===== src/rtl/instr_prefetch_pkg.sv =====
// Shared definitions for the instruction prefetch buffer: default sizes and FSM states.
package instr_prefetch_pkg;

    localparam int unsigned PF_AW    = 30;
    localparam int unsigned PF_DEPTH = 4;

    typedef enum logic [1:0] {
        IDLE    = 2'd0,
        REQ     = 2'd1,
        DISCARD = 2'd2
    } pf_state_t;

endpackage


===== src/rtl/instr_prefetch_fifo.sv =====
// Registered-storage FIFO holding {pc, instr} entries; flush empties it in one cycle.
module prefetch_fifo
    import instr_prefetch_pkg::*;
#(
    parameter int unsigned DEPTH = PF_DEPTH,
    parameter int unsigned W     = PF_AW + 32
) (
    input  logic                     clk,
    input  logic                     rst_n,
    input  logic                     push,
    input  logic [W-1:0]             push_data,
    input  logic                     pop,
    input  logic                     flush,
    output logic [$clog2(DEPTH):0]   count,
    output logic [W-1:0]             head
);

    localparam int unsigned PW = $clog2(DEPTH);

    logic [W-1:0]  mem [DEPTH];
    logic [PW-1:0] wr_ptr;
    logic [PW-1:0] rd_ptr;

    always_ff @(posedge clk or negedge rst_n) begin
        if (!rst_n) begin
            wr_ptr <= '0;
            rd_ptr <= '0;
            count  <= '0;
            for (int unsigned i = 0; i < DEPTH; i++) begin
                mem[i] <= '0;
            end
        end else if (flush) begin
            wr_ptr <= '0;
            rd_ptr <= '0;
            count  <= '0;
        end else begin
            if (push) begin
                mem[wr_ptr] <= push_data;
                wr_ptr      <= wr_ptr + 1'b1;
            end
            if (pop) begin
                rd_ptr <= rd_ptr + 1'b1;
            end
            if (push && !pop) begin
                count <= count + 1'b1;
            end else if (!push && pop) begin
                count <= count - 1'b1;
            end
        end
    end

    assign head = mem[rd_ptr];

endmodule


===== src/rtl/instr_prefetch.sv =====
// Instruction prefetcher: one outstanding memory read at a time feeding a small buffer,
// with redirect flushing the buffer and discarding any in-flight response.
module instr_prefetch
    import instr_prefetch_pkg::*;
#(
    parameter int unsigned DEPTH = PF_DEPTH,
    parameter int unsigned AW    = PF_AW
) (
    input  logic          clk,
    input  logic          rst_n,
    input  logic          redirect,
    input  logic [AW-1:0] redirect_pc,
    output logic          imem_req,
    output logic [AW-1:0] imem_addr,
    input  logic          imem_ack,
    input  logic [31:0]   imem_rdata,
    output logic          instr_valid,
    output logic [31:0]   instr,
    output logic [AW-1:0] instr_pc,
    input  logic          instr_ready
);

    localparam int unsigned CW = $clog2(DEPTH) + 1;
    localparam int unsigned EW = AW + 32;

    pf_state_t     state, state_next;
    logic [AW-1:0] fetch_pc, fetch_pc_next;
    logic [AW-1:0] addr, addr_next;
    logic [CW-1:0] count;
    logic [CW:0]   occ_after;
    logic [EW-1:0] head;
    logic          ack, push, pop, room_after;

    assign imem_req  = (state != IDLE);
    assign imem_addr = addr;
    assign ack       = imem_req && imem_ack;
    assign pop       = (count != '0) && instr_ready && !redirect;
    assign push      = (state == REQ) && ack && !redirect;

    // Occupancy once this cycle's push and pop land; decides whether to keep fetching.
    assign occ_after  = {1'b0, count} + (CW+1)'(1) - (CW+1)'(pop);
    assign room_after = occ_after < (CW+1)'(DEPTH);

    always_comb begin
        state_next    = state;
        fetch_pc_next = fetch_pc;
        addr_next     = addr;
        case (state)
            IDLE: begin
                if (redirect) begin
                    fetch_pc_next = redirect_pc;
                end else if (count < CW'(DEPTH)) begin
                    state_next = REQ;
                    addr_next  = fetch_pc;
                end
            end
            REQ: begin
                if (ack) begin
                    if (redirect) begin
                        fetch_pc_next = redirect_pc;
                        addr_next     = redirect_pc;
                    end else begin
                        fetch_pc_next = fetch_pc + 1'b1;
                        addr_next     = fetch_pc + 1'b1;
                        if (!room_after) begin
                            state_next = IDLE;
                        end
                    end
                end else if (redirect) begin
                    fetch_pc_next = redirect_pc;
                    state_next    = DISCARD;
                end
            end
            DISCARD: begin
                // Address stays on the stale request until it completes; its data is dropped.
                if (redirect) begin
                    fetch_pc_next = redirect_pc;
                end
                if (ack) begin
                    state_next = REQ;
                    addr_next  = redirect ? redirect_pc : fetch_pc;
                end
            end
            default: state_next = IDLE;
        endcase
    end

    always_ff @(posedge clk or negedge rst_n) begin
        if (!rst_n) begin
            state    <= IDLE;
            fetch_pc <= '0;
            addr     <= '0;
        end else begin
            state    <= state_next;
            fetch_pc <= fetch_pc_next;
            addr     <= addr_next;
        end
    end

    prefetch_fifo #(
        .DEPTH (DEPTH),
        .W     (EW)
    ) u_fifo (
        .clk       (clk),
        .rst_n     (rst_n),
        .push      (push),
        .push_data ({fetch_pc, imem_rdata}),
        .pop       (pop),
        .flush     (redirect),
        .count     (count),
        .head      (head)
    );

    assign instr_valid = (count != '0);
    assign instr_pc    = head[EW-1:32];
    assign instr       = head[31:0];

endmodule


===== config.mk =====
export PLATFORM = sky130hd
export DESIGN_NAME = instr_prefetch
export DESIGN_NICKNAME = d
export VERILOG_FILES = /design/src/rtl/instr_prefetch_pkg.sv /design/src/rtl/instr_prefetch_fifo.sv /design/src/rtl/instr_prefetch.sv
export SDC_FILE = /design/constraint.sdc
export NUM_CORES = 1
export LEC_CHECK = 0
export CAP_MARGIN = 25
export CELL_PAD_IN_SITES_DETAIL_PLACEMENT = 1
export CELL_PAD_IN_SITES_GLOBAL_PLACEMENT = 1
export CORE_MARGIN = 2
export CORE_UTILIZATION = 40
export DETAILED_ROUTE_END_ITERATION = 12
export GPL_ROUTABILITY_DRIVEN = 0
export PLACE_DENSITY_LB_ADDON = 0.1
export SLEW_MARGIN = 20
export SYNTH_ARGS = -nofsm -noshare
export SYNTH_HDL_FRONTEND = slang
export SYNTH_SLANG_ARGS = --single-unit

===== constraint.sdc =====
create_clock -name clk -period 2.34 [get_ports clk]
set_input_delay 0.234 -clock clk [delete_from_list [all_inputs] [get_ports clk]]
set_output_delay 0.234 -clock clk [all_outputs]
set_load 0.005 [all_outputs]

# Word-level counts from Yosys, hierarchy flattened
# Index checks and enable logic that the tools add are counted.
[totals]
register_bits = 317
output_inout_bits = 94
word_cells = 87
[classes]
mux = 30
n_lt_le_gt_ge = 5
n_eq_ne = 9
reduce_logical = 23
add_sub_neg = 7
n_bitwise = 3
[ops]
columns = ["op", "n"]
rows = [
  ["$bwmux W248", 1],
  ["$mux W30", 7],
  ["$mux W62", 3],
  ["$bmux W62 S2", 1],
  ["$demux W62 S2", 1],
  ["$pmux W30 S3", 1],
  ["$pmux W30 S2", 1],
  ["$add A30 B1 Y30 const B", 1],
  ["$mux W2", 11],
  ["$mux W3", 3],
  ["$ne A3 B3 Y1 const B", 3],
  ["$reduce_bool A3 Y1", 3],
  ["$logic_and A1 B1 Y1", 8],
  ["$ne A2 B2 Y1 const B", 4],
  ["$reduce_bool A2 Y1", 4],
  ["$ge A3 B3 Y1 const B", 2],
  ["$not A2 Y3", 2],
  ["$pmux W2 S3", 1],
  ["$reduce_and A6 Y1", 1],
  ["$reduce_and A5 Y1", 1],
  ["$add A2 B1 Y2 const B", 2],
  ["$add A3 B1 Y4 const B", 1],
  ["$lt A4 B3 Y1 const B", 1],
  ["$sub A4 B1 Y4", 1],
  ["11 further kinds", 13],
]

# Depth between registers and ports, before layout
[logic_depth]
ltp_word = 9
depth_mapped = 11

# By module
# Synthesis repeated with hierarchy kept, for this count alone.
[hier_totals]
hier_cells = 1274
area_unflattened_um2 = 17307.8
[modules_own_cells]
columns = ["module", "n_inst", "area_per_inst_um2", "cells_per_inst", "seq_area_each_um2"]
rows = [
  ["prefetch_fifo", 1, 12365.6, 640, 6381.1],
  ["instr_prefetch", 1, 4942.2, 634, 1551.5],
]

# Worst setup path before layout
# Ideal clock, no wire load.
[synth_path]
path_type = "flip-flop to flip-flop"
startpoint = "reg state[1]"
endpoint = "reg u_fifo.count[2]"
arrival_ns = 2.086
path_slack_ns = 0.123
path_stages_with_launch = 12
n_path_buf = 2
setup_ns = 0.131
path_cell_list = "dfrtp_1 -> inv_1 -> ha_1 -> clkbuf_1 -> nand2_1 -> clkbuf_1 -> nor3_1 -> fa_1 -> nor3_1 -> a41oi_1 -> xor2_1 -> nor2_1"
[synth_between]
elab_chain_len = 7
word_cells_on_any_way = 11
[synth_rtl]
columns = ["element", "line", "rtl"]
rows = [
  ["start, declared", "instr_prefetch.sv:26", "pf_state_t state, state_next;"],
  ["start signal, assigned", "instr_prefetch.sv:94", "state <= state_next;"],
  ["$reduce_bool A2 Y1", "instr_prefetch.sv:34", "assign imem_req = (state != IDLE);"],
  ["$logic_and A1 B1 Y1", "instr_prefetch.sv:36", "assign ack = imem_req && imem_ack;"],
  ["$logic_and A1 B1 Y1 * (2 in a row)", "instr_prefetch.sv:38", "assign push = (state == REQ) && ack && !redirect;"],
  ["$logic_and A1 B1 Y1 / $logic_not A1 Y1 (equally long branches)", "instr_prefetch_fifo.sv:44, instr_prefetch_fifo.sv:46", ""],
  ["$mux W3 / $logic_and A1 B1 Y1 (equally long branches)", "instr_prefetch_fifo.sv:44, instr_prefetch_fifo.sv:46", ""],
  ["$mux W3 / $reduce_bool A3 Y1 (equally long branches)", "n/a", ""],
  ["end signal, assigned", "instr_prefetch_fifo.sv:45", "count <= count + 1'b1;"],
  ["end signal, assigned", "instr_prefetch_fifo.sv:47", "count <= count - 1'b1;"],
  ["end, declared", "instr_prefetch_fifo.sv:14", "output logic [$clog2(DEPTH):0] count,"],
]
# Every way passes the cells marked *; elsewhere a longest branch is shown, timed or not.
# A chain may end at the register's enable or synchronous reset.

# Final worst setup path
[layout_path]
startpoint = "reg u_fifo.rd_ptr[0]"
endpoint = "out instr_pc[26]"
[layout_between]
elab_chain_len = 4
[layout_rtl]
columns = ["element", "line", "rtl"]
rows = [
  ["start, declared", "instr_prefetch_fifo.sv:22", "logic [PW-1:0] rd_ptr;"],
  ["start signal, assigned", "instr_prefetch_fifo.sv:42", "rd_ptr <= rd_ptr + 1'b1;"],
  ["$not A2 Y3 (implied by the code)", "instr_prefetch_fifo.sv:52", "assign head = mem[rd_ptr];"],
  ["$bmux W62 S2", "instr_prefetch_fifo.sv:52", ""],
  ["$mux W62 (implied by the code) (2 in a row)", "instr_prefetch_fifo.sv:52", ""],
  ["end, declared", "instr_prefetch.sv:19", "output logic [AW-1:0] instr_pc,"],
]
# Every way passes these cells. The select of a mux whose other input is x is not followed.

==> metrics <==
setup violators final=9; Vias/cell=5.72; RR Endpoint=imem_addr[15]; Rows=72; Hold WS=0.209 ns; flop-to-flop setup slack=0.07 ns; most common cell after layout, fill and taps aside=dfrtp_1; mux cell area share after synthesis=0.275; global-route total usage across every layer=0.239; CP Max Fanout=5; Slew @ Worst Pin=0.737 ns; Root Driver=clkbuf_16; Mapped Nets=1338; H-tree levels=2; switching power=8.50 mW; Final Net Count=1565; XOR/XNOR share of the synthesized area=0.00666; CTS Buffer Depth=3; max-slew violations=0; crit path launch type=flip-flop; sw frac=0.343; die span in y=203 um; initial antenna violation count=2; FMAX=419 MHz; chip width=203 um; Compound-Gate Fraction of Synth Area=0.0947; Sequential Power Share=0.321; final hold vios=0; Adder-Cell Fraction of Synth Area=0.00841; TritonCTS Sinks=317; vias in the first global route=12526; Final min period=2.38 ns; Synth Area in Simple Gates=0.0794; Leak=9.23 nW; most frequent cells in the layout=dfrtp_1 (315), mux2_2 (252), buf_4 (99); Post-synth EDFFs=0; status=finished with violations; final worst clock skew=0.0197 ns; Core Area=0.0388 mm^2; drt wl/cell=23.8 um; clock slew at reported path FFs=0.06 ns; Pwr Density=1220 mW/mm^2; CTS tree=yes; main combinational cell family by area after synthesis=multiplexers; hold_sp=redirect; Main synth FF type=dfrtp_1; Top-Level Pins=161; Detailed Routing Iterations Pass 1=5; largest net degree at the start of global routing=65; share of cells above drive strength 1=0.397; Reg2Reg Depth=6; CP Class=flip-flop to output port; Area growth, synth to finish=28.5%; cell internal pwr=16.3 mW; CP Capture Type=output port; routed via count=11615; Num CTS Buffers=37; asr flop ratio synth=1.00; failing checks=negative setup slack; antenna viol nets, final=0; Mapped Area=0.0158 mm^2; HPWL after DPL=31.9 mm; first-pass GRT wire length=75.6 mm; post-synthesis cell count=1261; RSZ-0062 raised after global routing=yes; post-synth cell types=71; WP data required=2.11 ns; Initial Utilization=0.406; setup slack after layout=-0.0444 ns; Logic pwr share=0.445; relative slew slack=0.508; WHS Endpoint=u_fifo.count[0]; reg2reg start=state[1]; final cell count without fillers=2031; Worst Hold Depth=3; Place WS=-0.0254 ns; total power=24.8 mW; period utilization=1.02; mean post-synth cell area=12.5 um^2; final wirelength=48.4 mm; max cap viols=0; global route overflow=0; Synth Register Bits=317; Synth Warn #=0; clock network power share=0.234; initial DRC count=553; peak supply drop=0.638 mV; critical path arrival=2.15 ns; I/O Buffers=160; drc violations=0; die area=0.0411 mm^2; sequential share of the synthesized area=0.503; Clk Latency, worst-skew pair=0.55 ns; Cells after DPL=1940; hold crit path type=input port to flip-flop
-- flip-flops by register name, indices dropped and copies added, names as in the netlist --
signal,cells
fetch_pc,30
imem_addr,30
state,2
u_fifo.count,3
u_fifo.mem,248
u_fifo.rd_ptr,2
u_fifo.wr_ptr,2
-- power by group through the flow --
stage	Combinational (mW)	Clock, mW	Sequential, mW
6_report	11.0	5.81	7.95
3_3_place_gp	10.5	0	7.94
5_1_grt	12.0	6.20	8.15
4_1_cts	11.0	6.00	7.94
2_1_floorplan	5.74	0	7.66
3_5_place_dp	10.7	0	8.02
-- kinds of logic (layout without fill, tap and decap cells) --
kind of cell | Yosys count | count (layout)
muxes | 324 | 324
DFF | 317 | 317
and+or+nand+nor | 243 | 243
AOI/OAI and AO/OA | 222 | 222
buffers and inverters | 133 | 384
xor gates and xnor gates | 12 | 12
adders and majority gates | 10 | 10
other | 0 | 1
-- cell usage after synthesis, types with 10 or more instances --
master,number,area (um^2)
a21oi_1,50,250
inv_1,13,48.8
nand4_1,16,100
o21ai_0,50,250
a32oi_1,10,87.6
mux4_2,62,1400
mux2_2,252,2840
nand3_1,31,155
buf_2,23,115
mux2i_1,10,100
nor2_1,63,236
a31oi_1,14,87.6
nor2b_1,11,68.8
clkbuf_1,88,330
dfrtp_1,317,7930
nand2_1,56,210
a221oi_1,11,96.3
-- stage by stage --
step	setup TNS [ns]	util	area, um^2
2_1_floorplan	0	-	15800
3_3_place_gp	0	0.483	18800
3_5_place_dp	-0.0364	0.483	18800
4_1_cts	-1.31	0.520	20200
5_1_grt	-1.28	0.522	20300
6_report	-0.287	0.522	20300
-- critical path: stages, from the launching register on --
cell	delay, ns
dfrtp_4	0.51
buf_12	0.15
buf_12	0.13
buf_16	0.14
buf_8	0.12
mux4_2	0.42
buf_2	0.14
-- worst max-delay path by stage --
stage,startpoint,slack [ns],endpoint,cells past startpoint
after floorplan,state[1],0.12,u_fifo.count[2],11
after global placement,imem_ack,0.05,fetch_pc[26],7
after detailed placement,state[1],-0.03,fetch_pc[17],7
after CTS,u_fifo.rd_ptr[0],-0.10,instr[10],6
after global routing,u_fifo.rd_ptr[0],-0.12,instr_pc[26],6
final,u_fifo.rd_ptr[0],-0.04,instr_pc[26],6
-- layout make-up --
type	count	area (um^2)
Fill cell	3929	18600
Inverter	16	60.1
Multi-Input combinational cell	811	7400
Sequential cell	317	7940
Antenna cell	1	2.50
Timing Repair Buffer	305	3020
Clock inverter	15	166
Clock buffer	48	1040
Tap cell	518	648
-- layer usage --
metal | track usage | routed length, um | vias to the layer above
met3 | 0.0461 | 2220 | 69
li1 | - | - | 5188
met1 | 0.326 | 21800 | 6126
met2 | 0.392 | 23300 | 230
met5 | 0 | 11 | -
met4 | 0.0678 | 1100 | 2
-- repair_timing --
item                                    4_1_cts  5_1_grt
endpoints found under the hold margin        58        0
endpoints found under the setup margin       65      254
resized for setup                           219       50
buffers inserted                             19        6
hold buffers                                  1        0
gates cloned                                  4        1
Power figures use the tool's default switching activity.
==> variant (same settings) <==
`addr` no longer has a reset.
--- a/src/rtl/instr_prefetch.sv
+++ b/src/rtl/instr_prefetch.sv
@@ -91,3 +91,2 @@
             fetch_pc <= '0;
-            addr     <= '0;
         end else begin
@@ -95,4 +94,7 @@
             fetch_pc <= fetch_pc_next;
-            addr     <= addr_next;
         end
+    end
+
+    always_ff @(posedge clk) begin
+        addr <= addr_next;
     end
Formal check against the unedited RTL: not equivalent (a bounded check fails within 4 cycles, from zero or initial values and one cycle with rst_n low; the reset may be asserted at any time).
==> variant against the unedited design <==
Die area fell by 2.1%. Final area fell by 2.4%. Worst setup slack improved by 0.064 ns. Fmax rose by 2.7%. Routed wire length fell by 7.8%. Count of clock-buffer cells in the layout rose by 10. Register-to-register slack improved by 0.04 ns. Combinational power fell by 9%. Via count fell by 4.6%. Critical path depth fell by 1. Power fell by 2.7%. Sequential share of layout area rose by 1.7 points. Area after synthesis fell by 2.1%. Critical endpoint is now instr[0]. Sequential cell count did not move.
==> variant: results (changes against the unedited design) <==
* Initial antenna violation count at 0 (-2)
* Leakage at 8.86 nW (-4.0%)
* CTS resizes at 183 (-16%)
* Top layer reached by signal wires: met4
* M2 GR Usage at 0.375 (-0.0163)
* DP Wirelength at 29,600 um (-7.3%)
* Synth Area in XOR/XNOR at 0.00454 (-0.00212)
* Synth Area per Inst at 12.5 um^2 (-0.39%)
* Ranking of synthesized cells by area: dfrtp_1 47%, mux2_2 15%, mux4_2 9.0%
* Met2 routed wirelength at 21,700 um (-6.6%)
* Minimum clock period at 2.32 ns (-0.0636 ns)
* GR Layer Usage met3 at 0.0360 (-0.0100)
* Slew margin rel. at 0.671 (+0.163)
* Cell variety after synth at 68 (-4.2%)
* N_diodes at 0 (-1)
* Total wire length at 44,600 um (-7.8%)
* Dpl cells at 1,900 (-2.1%)
* Post-synthesis async set-or-reset flop share at 0.905 (-0.0946)
* Maximum fanout along the worst path at 7 (+2)
* Number of iterations in the first detailed-routing pass at 4 (-1)
* Multiplexer share of the synthesized area at 0.251 (-0.0241)
* Combinational power at 0.00999 W (-9%)
* Outcome: completed
* TritonCTS Buffers at 38 (+2.7%)
* Pwr/cell area at 1220 nW/um^2 (-0.28%)
* Max IR drop VDD at 0.637 mV (-0.17%)
* Per-cell routed wire length at 22.4 um (-6.0%)
* Synth Area in Compound Gates at 0.0915 (-0.00313)
## variant: cell count changes after synthesis, moves of 15 or more
cell	change
edfxtp_1	+30
nor2_1	-15
mux2_2	-51
clkbuf_1	-21
o21ai_0	+28
nand2_1	+47
dfrtp_1	-30
## variant: area by class of cell
cell class,count,area [um^2],share of cell area
inverter,27,101,0.00512
timing repair buffer,278,2790,0.141
tap,511,639,0.0323
sequential,317,8090,0.409
multi-input combinational,792,6900,0.349
clock buffer,58,1170,0.0591
clock inverter,9,97.6,0.00493
## variant: final timing paths
path / startpoint / endpoint / slack [ns] / cells after the start
max in group asynchronous: rst_n / u_fifo.mem[40] / 1.48 / 3
worst max register to register: state[0] / fetch_pc[25] / 0.11 / 8
worst min register to register: fetch_pc[29] / fetch_pc[29] / 0.46 / 1
worst max-delay path: u_fifo.rd_ptr[0] / instr[0] / 0.02 / 5
min in group asynchronous: rst_n / u_fifo.mem[210] / 0.12 / 2
worst min-delay path: redirect / u_fifo.count[2] / 0.10 / 3
